--- config.mk ---
export PLATFORM = sky130hd
export DESIGN_NAME = bus_arbiter_flat
export DESIGN_NICKNAME = d
export VERILOG_FILES = /design/src/rtl/bus_arbiter_if.sv /design/src/rtl/bus_arbiter.sv /design/src/flat_wrapper.sv
export SDC_FILE = /design/constraint.sdc
export NUM_CORES = 1
export LEC_CHECK = 0
export CAP_MARGIN = 20
export CORE_AREA = 2 2 58 60
export DETAILED_ROUTE_END_ITERATION = 12
export DIE_AREA = 0 0 60 62
export PLACE_DENSITY = 0.75
export RECOVER_POWER = 100
export SLEW_MARGIN = 20
export SYNTH_ARGS = -nofsm -noshare
export SYNTH_HDL_FRONTEND = slang
export SYNTH_SLANG_ARGS = --single-unit
--- constraint.sdc ---
create_clock -name CLK12 -period 1.77 [get_ports CLK12]
set_input_delay 0.354 -clock CLK12 [delete_from_list [all_inputs] [get_ports CLK12]]
set_output_delay 0.354 -clock CLK12 [all_outputs]
set_load 0.02 [all_outputs]
--- src/rtl/bus_arbiter_if.sv ---
// Shared-bus arbiter signal bundle: CPU side, loader side and the granted bus cycle.
// master drives the requests; slave is the arbiter that answers them.
interface bus_arbiter_if;
    logic        AS;
    logic        RWb;
    logic [15:0] ADDR;
    logic        LD_REQ;
    logic        LD_WR;
    logic [15:0] LD_ADDR;
    logic [15:0] BUS_ADDR;
    logic        BUS_RWb;
    logic        BUS_AS;
    logic        DTAC;
    logic        LD_ACK;
    logic        OWNER;

    modport master (
        output AS, RWb, ADDR,
        output LD_REQ, LD_WR, LD_ADDR,
        input  BUS_ADDR, BUS_RWb, BUS_AS,
        input  DTAC, LD_ACK, OWNER
    );

    modport slave (
        input  AS, RWb, ADDR,
        input  LD_REQ, LD_WR, LD_ADDR,
        output BUS_ADDR, BUS_RWb, BUS_AS,
        output DTAC, LD_ACK, OWNER
    );
endinterface

--- src/rtl/bus_arbiter.sv ---
// CPU / loader shared-bus arbiter with fair tie-break and address-based wait states.
// Define LOADER_ARB_EN to enable the loader path; otherwise only the CPU is served.
module bus_arbiter (
    input logic       CLK12,
    input logic       RST,
    input logic       CE,
    bus_arbiter_if.slave bus
);
    typedef enum logic [1:0] {
        IDLE,
        CPU_CYC,
        LD_CYC,
        RECOVER
    } state_t;

    state_t      state;
    logic [15:0] bus_addr;
    logic        bus_rwb;
    logic        bus_as;
    logic        dtac;
    logic        ld_ack;
    logic        owner;
    logic        last_ld;
    logic [1:0]  wait_cnt;

    logic cpu_req;
    logic ld_req;
    logic pick_cpu;
    logic pick_ld;

    function automatic logic [1:0] waits(input logic [15:0] a);
        logic [1:0] w;
        unique case (1'b1)
            (a[15:14] == 2'b01):  w = 2'd2;
            (a[15:13] == 3'b000): w = 2'd0;
            default:              w = 2'd1;
        endcase
        return w;
    endfunction

`ifdef LOADER_ARB_EN
    assign ld_req = bus.LD_REQ;
`else
    assign ld_req = 1'b0;
    wire unused_ld_req = bus.LD_REQ;
`endif

    assign cpu_req  = CE & ~bus.AS;
    // Ties go to whoever was not served last.
    assign pick_cpu = cpu_req & (~ld_req | last_ld);
    assign pick_ld  = ld_req & ~pick_cpu;

    always_ff @(posedge CLK12) begin
        if (RST) begin
            state    <= IDLE;
            bus_addr <= 16'hFFFF;
            bus_rwb  <= 1'b1;
            bus_as   <= 1'b1;
            dtac     <= 1'b1;
            ld_ack   <= 1'b0;
            owner    <= 1'b0;
            last_ld  <= 1'b1;
            wait_cnt <= 2'd0;
        end else begin
            unique case (state)
                IDLE: begin
                    if (pick_cpu) begin
                        state    <= CPU_CYC;
                        bus_addr <= bus.ADDR;
                        bus_rwb  <= bus.RWb;
                        bus_as   <= 1'b0;
                        wait_cnt <= waits(bus.ADDR);
                        owner    <= 1'b0;
                        last_ld  <= 1'b0;
                    end else if (pick_ld) begin
                        state    <= LD_CYC;
                        bus_addr <= bus.LD_ADDR;
                        bus_rwb  <= ~bus.LD_WR;
                        bus_as   <= 1'b0;
                        wait_cnt <= waits(bus.LD_ADDR);
                        owner    <= 1'b1;
                        last_ld  <= 1'b1;
                    end
                end
                CPU_CYC: begin
                    if (CE) begin
                        // A released strobe ends the cycle whether or not DTAC went out.
                        if (bus.AS) begin
                            state  <= RECOVER;
                            bus_as <= 1'b1;
                            dtac   <= 1'b1;
                        end else if (wait_cnt <= 2'd1) begin
                            dtac     <= 1'b0;
                            wait_cnt <= 2'd0;
                        end else begin
                            wait_cnt <= wait_cnt - 2'd1;
                        end
                    end
                end
                LD_CYC: begin
                    if (wait_cnt == 2'd0) begin
                        state  <= RECOVER;
                        bus_as <= 1'b1;
                        ld_ack <= 1'b1;
                    end else begin
                        wait_cnt <= wait_cnt - 2'd1;
                    end
                end
                RECOVER: begin
                    ld_ack <= 1'b0;
                    state  <= IDLE;
                end
                default: state <= IDLE;
            endcase
        end
    end

    assign bus.BUS_ADDR = bus_addr;
    assign bus.BUS_RWb  = bus_rwb;
    assign bus.BUS_AS   = bus_as;
    assign bus.DTAC     = dtac;
    assign bus.LD_ACK   = ld_ack;
    assign bus.OWNER    = owner;
endmodule

--- src/flat_wrapper.sv ---
// flat-port wrapper written by rule: the top's interface ports become plain ports
module bus_arbiter_flat 
  (CLK12, RST, CE, bus_AS, bus_RWb, bus_ADDR, bus_LD_REQ, bus_LD_WR, bus_LD_ADDR, bus_BUS_ADDR, bus_BUS_RWb, bus_BUS_AS, bus_DTAC, bus_LD_ACK, bus_OWNER);
  bus_arbiter_if bus_i ();
  input logic CLK12;
  input logic RST;
  input logic CE;
  input wire logic [$bits(bus_i.AS)-1:0] bus_AS;
  input wire logic [$bits(bus_i.RWb)-1:0] bus_RWb;
  input wire logic [$bits(bus_i.ADDR)-1:0] bus_ADDR;
  input wire logic [$bits(bus_i.LD_REQ)-1:0] bus_LD_REQ;
  input wire logic [$bits(bus_i.LD_WR)-1:0] bus_LD_WR;
  input wire logic [$bits(bus_i.LD_ADDR)-1:0] bus_LD_ADDR;
  output wire logic [$bits(bus_i.BUS_ADDR)-1:0] bus_BUS_ADDR;
  output wire logic [$bits(bus_i.BUS_RWb)-1:0] bus_BUS_RWb;
  output wire logic [$bits(bus_i.BUS_AS)-1:0] bus_BUS_AS;
  output wire logic [$bits(bus_i.DTAC)-1:0] bus_DTAC;
  output wire logic [$bits(bus_i.LD_ACK)-1:0] bus_LD_ACK;
  output wire logic [$bits(bus_i.OWNER)-1:0] bus_OWNER;
  assign bus_i.AS = bus_AS;
  assign bus_i.RWb = bus_RWb;
  assign bus_i.ADDR = bus_ADDR;
  assign bus_i.LD_REQ = bus_LD_REQ;
  assign bus_i.LD_WR = bus_LD_WR;
  assign bus_i.LD_ADDR = bus_LD_ADDR;
  assign bus_BUS_ADDR = bus_i.BUS_ADDR;
  assign bus_BUS_RWb = bus_i.BUS_RWb;
  assign bus_BUS_AS = bus_i.BUS_AS;
  assign bus_DTAC = bus_i.DTAC;
  assign bus_LD_ACK = bus_i.LD_ACK;
  assign bus_OWNER = bus_i.OWNER;
  bus_arbiter u_core (.CLK12(CLK12), .RST(RST), .CE(CE), .bus(bus_i));
endmodule
Word-level counts from Yosys, hierarchy flattened:

Cells that the tools add are included.

* bits of input ports: 39
* logic and storage cells: 53
* bits in registers: 24

* add/sub/neg operators: 1
* bitwise logic cells: 2
* muxes and demuxes: 20
* order comparisons: 1
* reductions and logical operators: 12
* eq/ne operators: 10

Operator list (number)
* 2-bit 2-to-1 mux: 9
* 5-bit AND reduction: 2
* 2-bit inequality test, second input constant: 4
* 2-bit one-hot mux with 4 select lines: 1
* 1-bit 2-to-1 mux: 6
* 2-bit one-hot mux with 3 select lines: 1
* 2-bit by 1-bit equality test with 1-bit output, second input constant: 2
* 2-bit equality test, second input constant: 2
* 2-bit zero test: 2
* 2-bit by 1-bit inequality test with 1-bit output, second input constant: 2
* 2-bit one-hot mux with 2 select lines: 1
* 2-bit AND reduction: 2
* 4-bit AND reduction: 1
* 2-bit nonzero test: 2
* 3-bit zero test: 1
* 1-bit one-hot mux with 3 select lines: 1
* 3-bit AND reduction: 1
* 3-bit nonzero test: 1
* 2-bit by 1-bit <= comparator with 1-bit output, second input constant: 1
* 1-bit one-hot mux with 2 select lines: 1
* 2-bit by 1-bit subtractor with 2-bit output, second input constant: 1
* 1-bit AND: 1
* 1-bit inverter: 1

Depth between registers and ports, before layout:

Gate-level depths: netlist (run 1).

* depth in word-level cells: 5
* mapped depth: 7

Worst setup path after synthesis (run 1):

OpenSTA, ideal clock, no wires.

* path type: register to register
* from: reg u_core.state[0]
* to: reg u_core.state[0]
* stages on the path, launching flop included: 7
* required time: 1.649 ns
* library setup time: 0.121 ns
* arrival time: 1.483 ns
* slack: 0.167 ns
* cell sequence: dfxtp_1 -> inv_1 -> ha_1 -> inv_1 -> o21bai_1 -> a21oi_1 -> mux2_2

* word-level cells in the longest chain between the ends: 3
* elaborated cells on any way between the ends: 10
* those cells by class: eq/ne (7); mux (1); reduce/logical (2)

RTL lines
* start: declaration: line bus_arbiter.sv:16 `state_t state;`
* start signal: assignment: line bus_arbiter.sv:55 `state <= IDLE;`
* start signal: assignment: line bus_arbiter.sv:68 `state <= CPU_CYC;`
* start signal: assignment: line bus_arbiter.sv:76 `state <= LD_CYC;`
* 2-bit by 1-bit equality test with 1-bit output, or another cell as far along: line bus_arbiter.sv:65 `unique case (state)`
* 2-bit inequality test (no source line) / 2-bit by 1-bit inequality test with 1-bit output (equally long branches)
* 4-bit AND reduction (no source line)

Several ways; a longest one is shown, not always the timed one.
A chain may end at the register's enable or synchronous reset.

Worst setup path in the final report (run 1):

* from: reg u_core.dtac, in the netlist u_core.bus.DTAC
* to: out bus_DTAC

RTL lines
* start: declaration: line bus_arbiter.sv:20 `logic dtac;`
* start signal: assignment: line bus_arbiter.sv:59 `dtac <= 1'b1;`
* start signal: assignment: line bus_arbiter.sv:91 `dtac <= 1'b1;`
* start signal: assignment: line bus_arbiter.sv:93 `dtac <= 1'b0;`
* end: declaration: line flat_wrapper.sv:17 `output wire logic [$bits(bus_i.DTAC)-1:0] bus_DTAC;`

No word-level cell between the ends.

==> metrics, run 1 <==
Async SR Flop Fraction 0%; Nets 236; CP delay by family, top buffers and inverters; largest net degree at the start of global routing 18; I/O pin count 60; CP max-delay cell dlygate4sd3_1; Pwr Total 2.318 mW; Crit path arrival time 1.34 ns; critical-path cell list dlygate4sd3_1; Max clock buf depth 2; PwrDens 1352 nW/um^2; Num CTS Buffers 3; first-pass GRT wire length 4319 um; clock share of power 16.9%; FF+latch count, synth 24; fin. max-slew vios 0; Worst VDD drop 0.6042 mV; # DRC 0; Clk Tree Root Cell clkbuf_4; synth warn 0; Die Y 62 um; Worst-path clk slew 0.12 ns; H-tree levels 1; Cell Rows 21; GP Congestion 0.8110; mapped cell area 1177 sq um; Setup violations, final 0; Routed WL per cell 11.50 um; Crit Path Class flop to output port; post-route ant nets 0; Max Fclk 589.9 MHz; detailed placement HPWL 2039 um; Required @ worst endpoint 1.42 ns; Final Skew 0.005639 ns; Psw 0.8838 mW; Final Cell Area 1714 sq um; clk sinks 24; syn nets 189; Via Count 1,072; Crit path largest cell delay 0.68 ns; Mapped Cells 139; total core area 3179 sq um; # diodes 0; fin crit period 1.695 ns; Critical Path End Type output port; drt total wl 2657 um; Initial DRT Pass Iterations 4; Iteration-0 DRC Markers 31; Sw Share 38.12%; outcome finished clean; Worst Path Buf+Inv 1; hold crit path type flop to flop; Final period util 95.78%; CP max FO 2; Clock Latency Late Sink 0.32 ns; Startpoint Class flop; postcts setup bufs 0; Die Area 3720 sq um; cell leakage power 0.7386 nW; syn_area_per_cell 8.470 sq um; Syn-to-layout area delta 45.59%; vias in the first global route 984; grt total ovfl 0; share of cells above drive strength 1 8.649%; Starting Density 37.03%; TritonCTS clock tree yes; initial antenna violation count 0; Hold Vio Cnt, Final 0; RSZ-0062 raised after global routing no; total track usage 15.49%; Post-synth EDFFs 0; top_reg_cell synth dfxtp_1; Comb pwr share 49.8%; maximum capacitance violations 0; placed cell areas 1668 sq um; WHS 0.4595 ns; register area share after synthesis 40.81%; sequential fraction of design power 33.3%; PortBufs 40; Die X 60 um; via/cell ratio 4.641; number of distinct library cells after synthesis 31; internal cell power 1.434 mW
-- sequential cells by signal, summed over array words and instances (netlist names) --
register,cells
u_core.bus.BUS_ADDR,16
u_core.bus.BUS_AS,1
u_core.bus.BUS_RWb,1
u_core.bus.DTAC,1
u_core.bus.LD_ACK,1
u_core.state,2
u_core.wait_cnt,2
-- synthesized netlist by cell type (all sizes together), types with 2 or more instances --
cell	instances	area share (%)
ha	11	12
inv	8	2.6
nand2b	2	1.1
nand2	40	13
buf	3	1.7
nor2	6	1.9
a21oi	4	1.7
dfxtp	24	41
clkbuf	4	1.3
o21ai	2	0.85
nand3b	17	11
-- routing by layer --
| layer | up-vias | wire length [um] | global-route usage (%) |
|---|---|---|---|
| met5 | - | 0 | 0 |
| met4 | 0 | 42 | 7.302 |
| met3 | 5 | 127 | 2.692 |
| met2 | 28 | 1317 | 24.69 |
| met1 | 493 | 1169 | 20.43 |
| li1 | 546 | - | - |
-- placed cells by master, fill, tap and decap left out, types with 4 or more instances in the layout --
master	Yosys	final
clkdlybuf4s50_1	0	34
nor2_1	6	6
buf_4	2	5
nand3b_1	17	17
a21oi_1	4	4
nand2_1	39	39
dlygate4sd3_1	0	6
ha_1	11	11
dfxtp_1	24	23
inv_1	8	8
-- logic make-up (layout without fill, tap and decap cells) --
kind of cell	count (synthesis)	count (layout)	share of synthesized area, %
multiplexers	2	2	1.807
buffers and inverters	15	61	5.525
other	1	1	0.3185
adder cells (fa/ha/maj)	11	11	11.69
flip-flops	24	24	40.81
AND/OR/NAND/NOR	70	70	30.39
AO/OA/AOI/OAI	16	16	9.460
-- metrics by stage --
stage / util (%) / TNS, ns / setup WS [ns] / instances
2_1_floorplan: - / 0 / 0.1667 / 139
3_5_place_dp: 52.46 / -0.1042 / -0.05100 / 227
6_report: 53.92 / 0 / 0.07474 / 231
3_3_place_gp: 52.46 / -0.02938 / -0.02938 / 227
4_1_cts: 54.31 / 0 / 0.05126 / 231
5_1_grt: 53.92 / 0 / 0.03041 / 231
-- layout make-up --
class / instances / area (sq um)
clock inverter: 1 / 30.03
fill: 299 / 1465
multi-input combinational: 100 / 638.1
sequential: 24 / 481.7
inverter: 8 / 30.03
tap: 46 / 57.56
timing repair buffer: 49 / 454.2
clock buffer: 3 / 22.52
-- power groups by stage --
stage / registers [mW] / clock network (mW) / logic, mW
after floorplan: 0.892 / 0 / 0.596
after global placement: 0.771 / 0 / 1.12
after detailed placement: 0.782 / 0 / 1.18
after CTS: 0.771 / 0.412 / 1.21
after global routing: 0.788 / 0.427 / 1.30
final: 0.771 / 0.393 / 1.15
-- path summary, 6_finish.rpt --
check / end / slack [ns] / cells after the start / startpoint
setup reg to reg: u_core.wait_cnt[1] / 0.15 / 5 / u_core.state[1]
hold / removal: u_core.bus.DTAC / 0.46 / 2 / u_core.bus.DTAC
setup / recovery: bus_DTAC / 0.07 / 1 / u_core.bus.DTAC
hold reg to reg: u_core.bus.DTAC / 0.46 / 2 / u_core.bus.DTAC
-- timing repair --
item                                   in CTS  in global routing
setup endpoints to repair                   1                  4
endpoints found under the hold margin       0                  0
resized for setup                           1                  1
pin swaps                                   0                  0
gates cloned                                0                  0
hold buffers                                0                  0
No activity file was read; power rests on OpenSTA's default activity.
==> run 2, diff against run 1 <==
- CORE_AREA: 2 2 58 60 -> 2 2 69 51
- CTS_CLUSTER_SIZE: unset -> 28
- DIE_AREA: 0 0 60 62 -> 0 0 71 53
- SLEW_MARGIN: 20 -> 15
==> run 2 against run 1 <==
  * Clock power decreased by 5.9%
  * Clock skew decreased by 0.0022 ns
  * Largest power group unchanged
  * Critical path depth unchanged
  * First-iteration DRC count unchanged
  * Via count increased by 0.19%
  * Sequential cell count unchanged
  * Critical path type unchanged
  * Highest routed layer unchanged
  * Count of clock-buffer cells in the layout increased by 1
  * Die area increased by 1.2%
==> metrics, run 2 (synthesis gave the netlist of run 1 again) <==
Worst VDD drop 0.5734 mV; Top Layer Used met4; Pwr Total 2.293 mW; PwrDens 1345 nW/um^2; total track usage 16.17%; WHS 0.4431 ns; detailed placement HPWL 2158 um; fin crit period 1.651 ns; H-tree levels 1; Nets 235; worst slew pin tran 0.5988 ns; Final Cell Area 1704 sq um; clock share of power 16.1%; internal cell power 1.387 mW; Final Skew 0.003458 ns; commonest cells after routing, fill and taps aside nand2_1, dfxtp_1, dlygate4sd3_1, clkdlybuf4s50_1, nand3b_1; outcome finished clean; postcts setup bufs 0; cell leakage power 0.7133 nW; Worst-path clk slew 0.08 ns; Clock Latency Late Sink 0.27 ns; Initial DRT Pass Iterations 6; TritonCTS clock tree yes; Syn-to-layout area delta 44.74%; placed cell areas 1650 sq um; total core area 3084 sq um; Num CTS Buffers 3; Critical Path End Type output port; Comb pwr share 50.9%; Max clock buf depth 2; WL met2 1354 um; Clk Tree Root Cell clkbuf_8; initial antenna violation count 0; met1 wire length 1238 um; Die Area 3763 sq um; Crit path arrival time 1.30 ns; maximum capacitance violations 0; post-route ant nets 0; clk sinks 24; Hold-fix buffers, CTS 0; Setup violations, final 0; WL met3 209 um; Required @ worst endpoint 1.42 ns; grt total ovfl 0; Cell Rows 17; PortBufs 40; via/cell ratio 4.838; Final period util 93.28%; CP max FO 2; number of flip-flops in the largest register 16; sequential fraction of design power 32.9%; vias in the first global route 1,038; commonest non-fill, non-tap cell in the layout nand2_1; drt total wl 2838 um; CP delay by family, top buffers and inverters; Starting Density 38.17%; Hold Vio Cnt, Final 0; Crit path largest cell delay 0.68 ns; Max Fclk 605.7 MHz; Iteration-0 DRC Markers 31; Die Y 53 um; Routed WL per cell 12.78 um; Sw Share 39.48%; Psw 0.9053 mW; first-pass GRT wire length 4698 um; Worst Path Buf+Inv 1; Startpoint Class flop; # DRC 0; fin. max-slew vios 0; I/O pin count 60; share of cells above drive strength 1 8.152%; CP max-delay cell dlygate4sd3_1; Crit Path Class flop to output port; Via Count 1,074; Die X 71 um; critical-path cell list dlygate4sd3_1; relative slew slack 60.08%; CTS resizes 0; GP Congestion 0.7981; # diodes 0; largest net degree at the start of global routing 18; hold crit path type flop to flop
==> run 2: cell count changes in the layout (fill, tap and decap cells not counted), moves of 3 or more <==
cell,before,now
clkbuf_8,0,4
clkbuf_4,3,0
clkdlybuf4s50_1,34,19
dlygate4sd3_1,6,21
==> run 2: per-layer routing <==
layer / global-route usage, % / vias to the layer above
met5: 0 / -
met4: 5.031 / 0
met3: 5.524 / 6
met2: 29.60 / 39
met1: 17.93 / 488
li1: - / 541
==> run 2: worst paths after layout <==
path / start / end / slack, ns / cells after the start
setup reg to reg: u_core.state[0] / u_core.bus.BUS_ADDR[5] / 0.17 / 5
hold reg to reg: u_core.bus.DTAC / u_core.bus.DTAC / 0.44 / 2
hold / removal: u_core.bus.DTAC / u_core.bus.DTAC / 0.44 / 2
setup / recovery: u_core.bus.BUS_ADDR[15] / bus_BUS_ADDR[15] / 0.12 / 1
==> run 2: power by group through the flow <==
stage,logic (mW),registers [mW],clock network [mW]
floorplan,0.596,0.892,0
global placement,1.15,0.760,0
detailed placement,1.20,0.772,0
CTS,1.22,0.760,0.387
global route,1.28,0.772,0.413
finish,1.17,0.755,0.370
==> run 2: through the flow <==
step | setup TNS (ns) | instances | util, % | setup WS (ns)
global placement | -1.143 | 218 | 53.51 | -0.07325
CTS | 0 | 222 | 55.29 | 0.1295
global route | -0.0009852 | 222 | 55.25 | -0.0009852
detailed placement | -1.696 | 218 | 53.51 | -0.1151
floorplan | 0 | 139 | - | 0.1667
finish | 0 | 222 | 55.25 | 0.1189
==> run 2: area by class of cell <==
| class | count | area, sq um |
|---|---|---|
| fillers | 276 | 1380 |
| multi-input cells | 100 | 638.1 |
| flip-flops and latches | 24 | 480.5 |
| repair buffers | 48 | 452.9 |
| clock buffers | 4 | 55.05 |
| well taps | 38 | 47.55 |
| inverters | 8 | 30.03 |
